[src/rtl/ts_ser2par_rx.sv]
// -----------------------------------------------------------------------------
// ts_ser2par_rx
// Serial MPEG-TS receiver. Deserialises a 1-bit, LSB-first TS stream into
// parallel bytes with packet framing. It checks the sync byte, the packet
// length (early re-sync or timeout) and the continuity counter.
//
// Ports
//   clk           in   system clock; serial inputs are synchronous to it
//   rst_n         in   asynchronous active-low reset
//   ts_sync_ser   in   pulse coincident with bit0 of the 0x47 byte
//   ts_valid_ser  in   qualifies ts_data_ser, one bit per valid cycle
//   ts_data_ser   in   serial data, LSB first
//   ts_valid      out  parallel byte strobe
//   ts_data       out  parallel byte (8'h00 when ts_valid=0)
//   ts_sop        out  with ts_valid on byte 1 of a packet
//   ts_eop        out  with ts_valid on byte PKT_LEN of a packet
//   err_sync      out  with ts_sop when byte 1 != 8'h47
//   err_len       out  packet aborted (early re-sync or timeout)
//   err_cc        out  with byte 4 on a continuity-counter error
//   pkt_cnt       out  packets completed with ts_eop (wrapping)
// -----------------------------------------------------------------------------
module ts_ser2par_rx #(
   parameter int PKT_LEN     = 188,
   parameter int TIMEOUT     = 4096,
   parameter int CC_CHECK_EN = 1
) (
   input  logic        clk,
   input  logic        rst_n,
   input  logic        ts_sync_ser,
   input  logic        ts_valid_ser,
   input  logic        ts_data_ser,
   output logic        ts_valid,
   output logic [7:0]  ts_data,
   output logic        ts_sop,
   output logic        ts_eop,
   output logic        err_sync,
   output logic        err_len,
   output logic        err_cc,
   output logic [15:0] pkt_cnt
);

   localparam int BW = $clog2(PKT_LEN + 1);
   localparam int TW = $clog2(TIMEOUT);
   localparam logic [BW-1:0] LAST_BYTE = BW'(PKT_LEN - 1);
   localparam logic [BW-1:0] CC_BYTE   = BW'(3);
   localparam logic [TW-1:0] TIMER_MAX = TW'(TIMEOUT - 1);

   typedef enum logic {HUNT, RECV} state_t;

   state_t        state_q;
   logic [7:0]    shift_q;
   logic [2:0]    bit_cnt_q;
   logic [BW-1:0] byte_cnt_q;
   logic [TW-1:0] timer_q;
   logic [3:0]    cc_ref_q;
   logic [3:0]    cc_pend_q;
   logic          cc_vld_q;

   logic          ts_valid_q;
   logic [7:0]    ts_data_q;
   logic          ts_sop_q;
   logic          ts_eop_q;
   logic          err_sync_q;
   logic          err_len_q;
   logic          err_cc_q;
   logic [15:0]   pkt_cnt_q;

   logic [7:0]    byte_d;
   logic          sync_bit_d;
   logic [3:0]    cc_exp_d;
   logic          cc_bad_d;

   // Byte as it will look once the current bit is shifted in (LSB first).
   assign byte_d     = {ts_data_ser, shift_q[7:1]};
   assign sync_bit_d = ts_sync_ser & ts_valid_ser;
   // A payload-carrying packet must advance the counter; a packet without
   // payload must repeat it.
   assign cc_exp_d   = byte_d[4] ? (cc_ref_q + 4'd1) : cc_ref_q;
   assign cc_bad_d   = (CC_CHECK_EN != 0) && cc_vld_q && (byte_d[3:0] != cc_exp_d);

   always_ff @(posedge clk or negedge rst_n) begin
      if (!rst_n) begin
         state_q    <= HUNT;
         shift_q    <= '0;
         bit_cnt_q  <= '0;
         byte_cnt_q <= '0;
         timer_q    <= '0;
         cc_ref_q   <= '0;
         cc_pend_q  <= '0;
         cc_vld_q   <= 1'b0;
         ts_valid_q <= 1'b0;
         ts_data_q  <= '0;
         ts_sop_q   <= 1'b0;
         ts_eop_q   <= 1'b0;
         err_sync_q <= 1'b0;
         err_len_q  <= 1'b0;
         err_cc_q   <= 1'b0;
         pkt_cnt_q  <= '0;
      end else begin
         // All strobes are single-cycle pulses.
         ts_valid_q <= 1'b0;
         ts_data_q  <= '0;
         ts_sop_q   <= 1'b0;
         ts_eop_q   <= 1'b0;
         err_sync_q <= 1'b0;
         err_len_q  <= 1'b0;
         err_cc_q   <= 1'b0;

         case (state_q)
            HUNT: begin
               if (sync_bit_d) begin
                  state_q    <= RECV;
                  shift_q    <= byte_d;
                  bit_cnt_q  <= 3'd1;
                  byte_cnt_q <= '0;
                  timer_q    <= '0;
               end
            end

            RECV: begin
               if (sync_bit_d && (bit_cnt_q != 3'd0 || byte_cnt_q != '0)) begin
                  // Early re-sync: drop the partial packet, this bit is bit0
                  // of the new one. The pending CC value is never committed.
                  err_len_q  <= 1'b1;
                  shift_q    <= byte_d;
                  bit_cnt_q  <= 3'd1;
                  byte_cnt_q <= '0;
                  timer_q    <= '0;
               end else if (ts_valid_ser) begin
                  timer_q   <= '0;
                  shift_q   <= byte_d;
                  bit_cnt_q <= bit_cnt_q + 3'd1;
                  if (bit_cnt_q == 3'd7) begin
                     ts_valid_q <= 1'b1;
                     ts_data_q  <= byte_d;
                     byte_cnt_q <= byte_cnt_q + BW'(1);
                     if (byte_cnt_q == '0) begin
                        ts_sop_q   <= 1'b1;
                        err_sync_q <= (byte_d != 8'h47);
                     end
                     if (byte_cnt_q == CC_BYTE) begin
                        cc_pend_q <= byte_d[3:0];
                        err_cc_q  <= cc_bad_d;
                     end
                     if (byte_cnt_q == LAST_BYTE) begin
                        // Only a complete packet updates the CC reference.
                        ts_eop_q   <= 1'b1;
                        pkt_cnt_q  <= pkt_cnt_q + 16'd1;
                        state_q    <= HUNT;
                        bit_cnt_q  <= '0;
                        byte_cnt_q <= '0;
                        if (CC_CHECK_EN != 0) begin
                           cc_ref_q <= cc_pend_q;
                           cc_vld_q <= 1'b1;
                        end
                     end
                  end
               end else if (timer_q == TIMER_MAX) begin
                  err_len_q  <= 1'b1;
                  state_q    <= HUNT;
                  bit_cnt_q  <= '0;
                  byte_cnt_q <= '0;
                  timer_q    <= '0;
               end else begin
                  timer_q <= timer_q + TW'(1);
               end
            end

            default: state_q <= HUNT;
         endcase
      end
   end

   assign ts_valid = ts_valid_q;
   assign ts_data  = ts_data_q;
   assign ts_sop   = ts_sop_q;
   assign ts_eop   = ts_eop_q;
   assign err_sync = err_sync_q;
   assign err_len  = err_len_q;
   assign err_cc   = err_cc_q;
   assign pkt_cnt  = pkt_cnt_q;

endmodule
[config.mk]
export PLATFORM = sky130hd
export DESIGN_NAME = ts_ser2par_rx
export DESIGN_NICKNAME = d
export VERILOG_FILES = /design/src/rtl/ts_ser2par_rx.sv
export SDC_FILE = /design/constraint.sdc
export NUM_CORES = 1
export LEC_CHECK = 0
export ABC_AREA = 1
export CORE_MARGIN = 2
export CORE_UTILIZATION = 52
export CTS_BUF_LIST = sky130_fd_sc_hd__clkbuf_16
export DETAILED_ROUTE_END_ITERATION = 10
export PLACE_DENSITY = 0.73
export SETUP_SLACK_MARGIN = 0.5
export SLEW_MARGIN = 15
export SYNTH_ARGS = -nofsm -noshare
export SYNTH_HDL_FRONTEND = slang
export SYNTH_SLANG_ARGS = --single-unit
[constraint.sdc]
create_clock -name clk -period 2.1 [get_ports clk]
set_input_delay 0.21 -clock clk [delete_from_list [all_inputs] [get_ports clk]]
set_output_delay 0.21 -clock clk [all_outputs]
set_load 0.005 [all_outputs]
==> impl_table.tex <==
\begin{tabular}{lr}
\hline
Metric & Value \\
\hline
\multicolumn{2}{l}{\textbf{Yosys}} \\
\quad Area leader, netlist & sky130\_fd\_sc\_hd\_\_dfrtp\_1 \\
\quad Average instance area after synthesis & 8.37 um\^{}2 \\
\quad Share of flip-flops with an asynchronous set or reset after synthesis & 100\% \\
\quad Number of nets in the synthesized netlist & 466 \\
\quad Top-area cell type share of the netlist area & 46.2\% \\
\quad Yosys warning total & 0 \\
\quad Cells after synthesis & 453 \\
\quad Top post-synthesis cells by count & sky130\_fd\_sc\_hd\_\_nand2\_1 (111), sky130\_fd\_sc\_hd\_\_dfrtp\_1 (70), sky130\_fd\_sc\_hd\_\_inv\_1 (51) \\
\quad Sequential fraction of the synthesis area & 46.2\% \\
\quad Cell with the most instances after synthesis & sky130\_fd\_sc\_hd\_\_nand2\_1 \\
\quad Number of flip-flops and latches in the synthesized netlist & 70 \\
\quad Number of enable-type register cells in the synthesized netlist & 0 \\
\quad Largest cells by area after synthesis & sky130\_fd\_sc\_hd\_\_dfrtp\_1 (46\%), sky130\_fd\_sc\_hd\_\_nand2\_1 (11\%), sky130\_fd\_sc\_hd\_\_inv\_1 (5.0\%) \\
\quad Netlist Area Pre-Place & 3790 um\^{}2 \\
\quad Number of library cell types mapped by synthesis & 38 \\
\quad Top\_reg\_cell synth & sky130\_fd\_sc\_hd\_\_dfrtp\_1 \\
\multicolumn{2}{l}{\textbf{Cells and area}} \\
\quad Number of diodes added for antenna fixing & 0 \\
\quad Area of all placed cells without fillers & 4810 um\^{}2 \\
\quad Nets & 526 \\
\quad Non-filler instance count after layout & 617 \\
\quad Final core area utilization & 67.0\% \\
\quad Area growth from synthesis to final layout & 26.8\% \\
\quad Share of cells above drive strength 1 & 21.2\% \\
\multicolumn{2}{l}{\textbf{Worst setup path}} \\
\quad Crit Path Class & flip-flop to flip-flop \\
\quad Worst Path Arrival & 1920 ps \\
\quad Largest driver fanout on the critical path & 8 \\
\quad Worst Setup SP & bit\_cnt\_q[0] \\
\quad Critical register-to-register path endpoint & pkt\_cnt[12] \\
\quad Nature of the critical path endpoint & flip-flop \\
\quad Register-to-Register Setup Slack & 460 ps \\
\quad Critical path data required time & 2370 ps \\
\quad Worst reg2reg path startpoint & bit\_cnt\_q[0] \\
\quad Slowest stage cell, crit path & sky130\_fd\_sc\_hd\_\_dfrtp\_1 \\
\quad Kind of start point of the critical path & flip-flop \\
\quad Slowest stage delay, CP & 400 ps \\
\quad Worst Reg2Reg Path Length in Cells & 10 \\
\quad Cell-by-cell trace of the critical path & inv\_2, ha\_4, inv\_2, nor2\_4, nand3\_4, nand2\_8, nand3\_4, nor2\_4, o21ai\_1, nand2\_1 \\
\multicolumn{2}{l}{\textbf{Power and ir drop}} \\
\quad Combinational Power Share & 14.0\% \\
\quad Cell area power density & 721 nW/um\^{}2 \\
\quad Maximum VDD drop & 0.562 mV \\
\quad Proportion of power drawn by the clock network & 43.7\% \\
\quad Seq pwr share & 42.3\% \\
\quad Switching power summed over all nets & 0.930 mW \\
\quad Internal Pwr Total & 2.54 mW \\
\quad Static leakage & 2.27 nW \\
\quad Post-route total power & 3.47 mW \\
\quad Switch share & 26.8\% \\
\multicolumn{2}{l}{\textbf{Placement}} \\
\quad Post-DP Area & 4190 um\^{}2 \\
\quad Number of buffers inserted by port buffering & 34 \\
\quad Detailed Place HPWL & 5.45 mm \\
\quad Routability cong. & 0.829 \\
\quad Placed insts & 579 \\
\quad Setup Slack @ Placement & 213 ps \\
\multicolumn{2}{l}{\textbf{Worst hold path}} \\
\quad Worst Hold Launch & ts\_sync\_ser \\
\quad Type of the most critical hold path & input pin to flip-flop \\
\quad Number of cells on the worst hold path & 4 \\
\quad Hold-critical path endpoint & timer\_q[10] \\
\multicolumn{2}{l}{\textbf{Floorplanning}} \\
\quad Core area & 7180 um\^{}2 \\
\quad Number of placement rows & 31 \\
\quad Starting density of the core & 52.9\% \\
\quad Io pins & 35 \\
\quad Die X-Extent & 89.4 um \\
\quad Die area & 7990 um\^{}2 \\
\quad Die Y & 89.4 um \\
\multicolumn{2}{l}{\textbf{Clock network}} \\
\quad Maximum count of clock buffers along a single path & 2 \\
\quad Number of sinks handled by clock tree synthesis & 70 \\
\quad Clock slew at reported path FFs & 60 ps \\
\quad H-tree levels & 3 \\
\quad CTS tree & built \\
\quad Clock insertion delay at the later pin of the skew report & 330 ps \\
\quad CTS Root Cell & sky130\_fd\_sc\_hd\_\_clkbuf\_16 \\
\quad Total CTS buffers & 9 \\
\multicolumn{2}{l}{\textbf{Timing}} \\
\quad Final setup violation count & 0 \\
\quad Final setup skew & 5.57 ps \\
\quad Unrepaired setup endpoints after global routing & true \\
\quad Worst-margin pin slew & 549 ps \\
\quad Post-route setup TNS & 0 ps \\
\quad Maximum frequency from static timing analysis & 0.608 GHz \\
\quad Smallest hold slack & 351 ps \\
\quad Final critical path time including I/O delays and setup & 1640 ps \\
\quad Final hold viol count & 0 \\
\quad Slew Limit Fails & 0 \\
\quad Worst Slack Setup Final & 456 ps \\
\quad Worst slew slack as a fraction of its limit & 63.4\% \\
\quad Ratio of final minimum period to clock period & 78.3\% \\
\multicolumn{2}{l}{\textbf{Global route}} \\
\quad Wire length of the first global-routing pass & 13.7 mm \\
\quad Via count of the first global-routing pass & 2,894 \\
\quad Pin count of the biggest net entering global routing & 48 \\
\quad Total congestion overflow after global routing & 0 \\
\quad Overall track demand over capacity in global routing & 22.3\% \\
\quad Initial antenna violation count & 0 \\
\multicolumn{2}{l}{\textbf{Drt}} \\
\quad Total Routed Length & 8.40 mm \\
\quad Drc violations & 0 \\
\quad Violation count after the first detailed-route iteration & 172 \\
\quad Per-cell routed wire length & 13.6 um \\
\quad Routed via count divided by cell count & 5.11 \\
\quad First-pass detailed-route iteration total & 4 \\
\quad Number of nets with antenna violations after detailed routing & 0 \\
\quad Via Count & 3,154 \\
\multicolumn{2}{l}{\textbf{Run}} \\
\quad Max Cap Viol & 0 \\
\multicolumn{2}{l}{\textbf{Outcome}} \\
\quad Result of the run & finished clean \\
\hline
\end{tabular}
-- what timing repair did --
action	in CTS	in global routing
setup buffers	8	10
endpoints found under the setup margin	42	53
resized for setup	19	34
endpoints found under the hold margin	23	0
hold buffers	1	0
pin swaps	9	17
gates cloned	2	1
-- logic make-up (layout without fill, tap and decap cells) --
group                    after synthesis  count (layout)  synth area share, %
AO/OA/AOI/OAI                         49              49                 6.86
XOR/XNOR                              21              21                 4.85
adder cells (fa/ha/maj)                8               8                 2.64
buffers and inverters                 68             131                 8.81
flip-flops                            70              70                 46.2
AND/OR/NAND/NOR                      237             239                 30.6
-- worst max-delay path by stage --
stage	end	slack [ps]	cells past startpoint
floorplan	pkt_cnt[12]	570	12
global placement	timer_q[9]	280	10
detailed placement	timer_q[9]	210	10
CTS	pkt_cnt[12]	430	10
global route	pkt_cnt[11]	370	8
finish	pkt_cnt[12]	460	10
-- area by class of cell --
cell class | instances | area [um^2]
Clock inverter | 7 | 73.8
Tap cell | 99 | 124
Sequential cell | 70 | 1760
Clock buffer | 9 | 225
Inverter | 57 | 236
Timing Repair inverter | 1 | 6.26
Timing Repair Buffer | 57 | 528
Multi-Input combinational cell | 317 | 1860
Fill cell | 559 | 2370
-- power by group through the flow --
stage                     sequential, mW  clock (mW)  combinational, mW
after floorplan                     1.46           0              0.251
after global placement              1.47           0              0.332
after detailed placement            1.48           0              0.339
after CTS                           1.46        1.53              0.406
after global routing                1.47        1.61              0.542
final                               1.47        1.51              0.484
-- worst max-delay path: cells and delay by family (launching register included) --
kind            cells  cell delay (ps)
fa+ha+maj           1              120
simple gates        6              840
buf+inv             2              120
compound gates      1              100
flops               1              400
-- metal layers --
metal / share of wire, % / wire [um] / up-vias / GRT usage [%]
met3: 3.4 / 289 / 4 / 6.37
met1: 45 / 3770 / 1524 / 28.5
met2: 51 / 4290 / 65 / 37.9
met4: 0.48 / 40 / 0 / 4.75
li1: - / - / 1561 / -
met5: 0 / 0 / - / 0
-- registers in the layout, summed over array words and instances (netlist names), 3 cells and up --
register,cells
bit_cnt_q,3
cc_pend_q,4
timer_q,12
ts_data,8
byte_cnt_q,8
pkt_cnt,16
cc_ref_q,4
shift_q,7
-- layout by cell type (no fill, tap or decap), types with 4 or more instances in the layout --
cell,synthesis,final
sky130_fd_sc_hd__buf_4,2,21
sky130_fd_sc_hd__nand4_1,7,7
sky130_fd_sc_hd__dfrtp_1,70,64
sky130_fd_sc_hd__nand2_1,111,107
sky130_fd_sc_hd__nor2_4,3,8
sky130_fd_sc_hd__clkdlybuf4s50_1,0,31
sky130_fd_sc_hd__o21ai_0,31,25
sky130_fd_sc_hd__nor2_2,5,8
sky130_fd_sc_hd__inv_2,2,8
sky130_fd_sc_hd__clkbuf_16,0,9
sky130_fd_sc_hd__xnor2_1,6,6
sky130_fd_sc_hd__inv_1,51,45
sky130_fd_sc_hd__nand2_4,6,5
sky130_fd_sc_hd__o21ai_1,10,15
sky130_fd_sc_hd__nor2_1,47,40
sky130_fd_sc_hd__nand3_2,4,4
sky130_fd_sc_hd__dfrtp_2,0,6
sky130_fd_sc_hd__nand2_2,8,11
sky130_fd_sc_hd__nand3_1,27,27
sky130_fd_sc_hd__xor2_1,15,15
sky130_fd_sc_hd__nor3_1,7,6
Note: power is estimated with default switching activity, not from simulation.
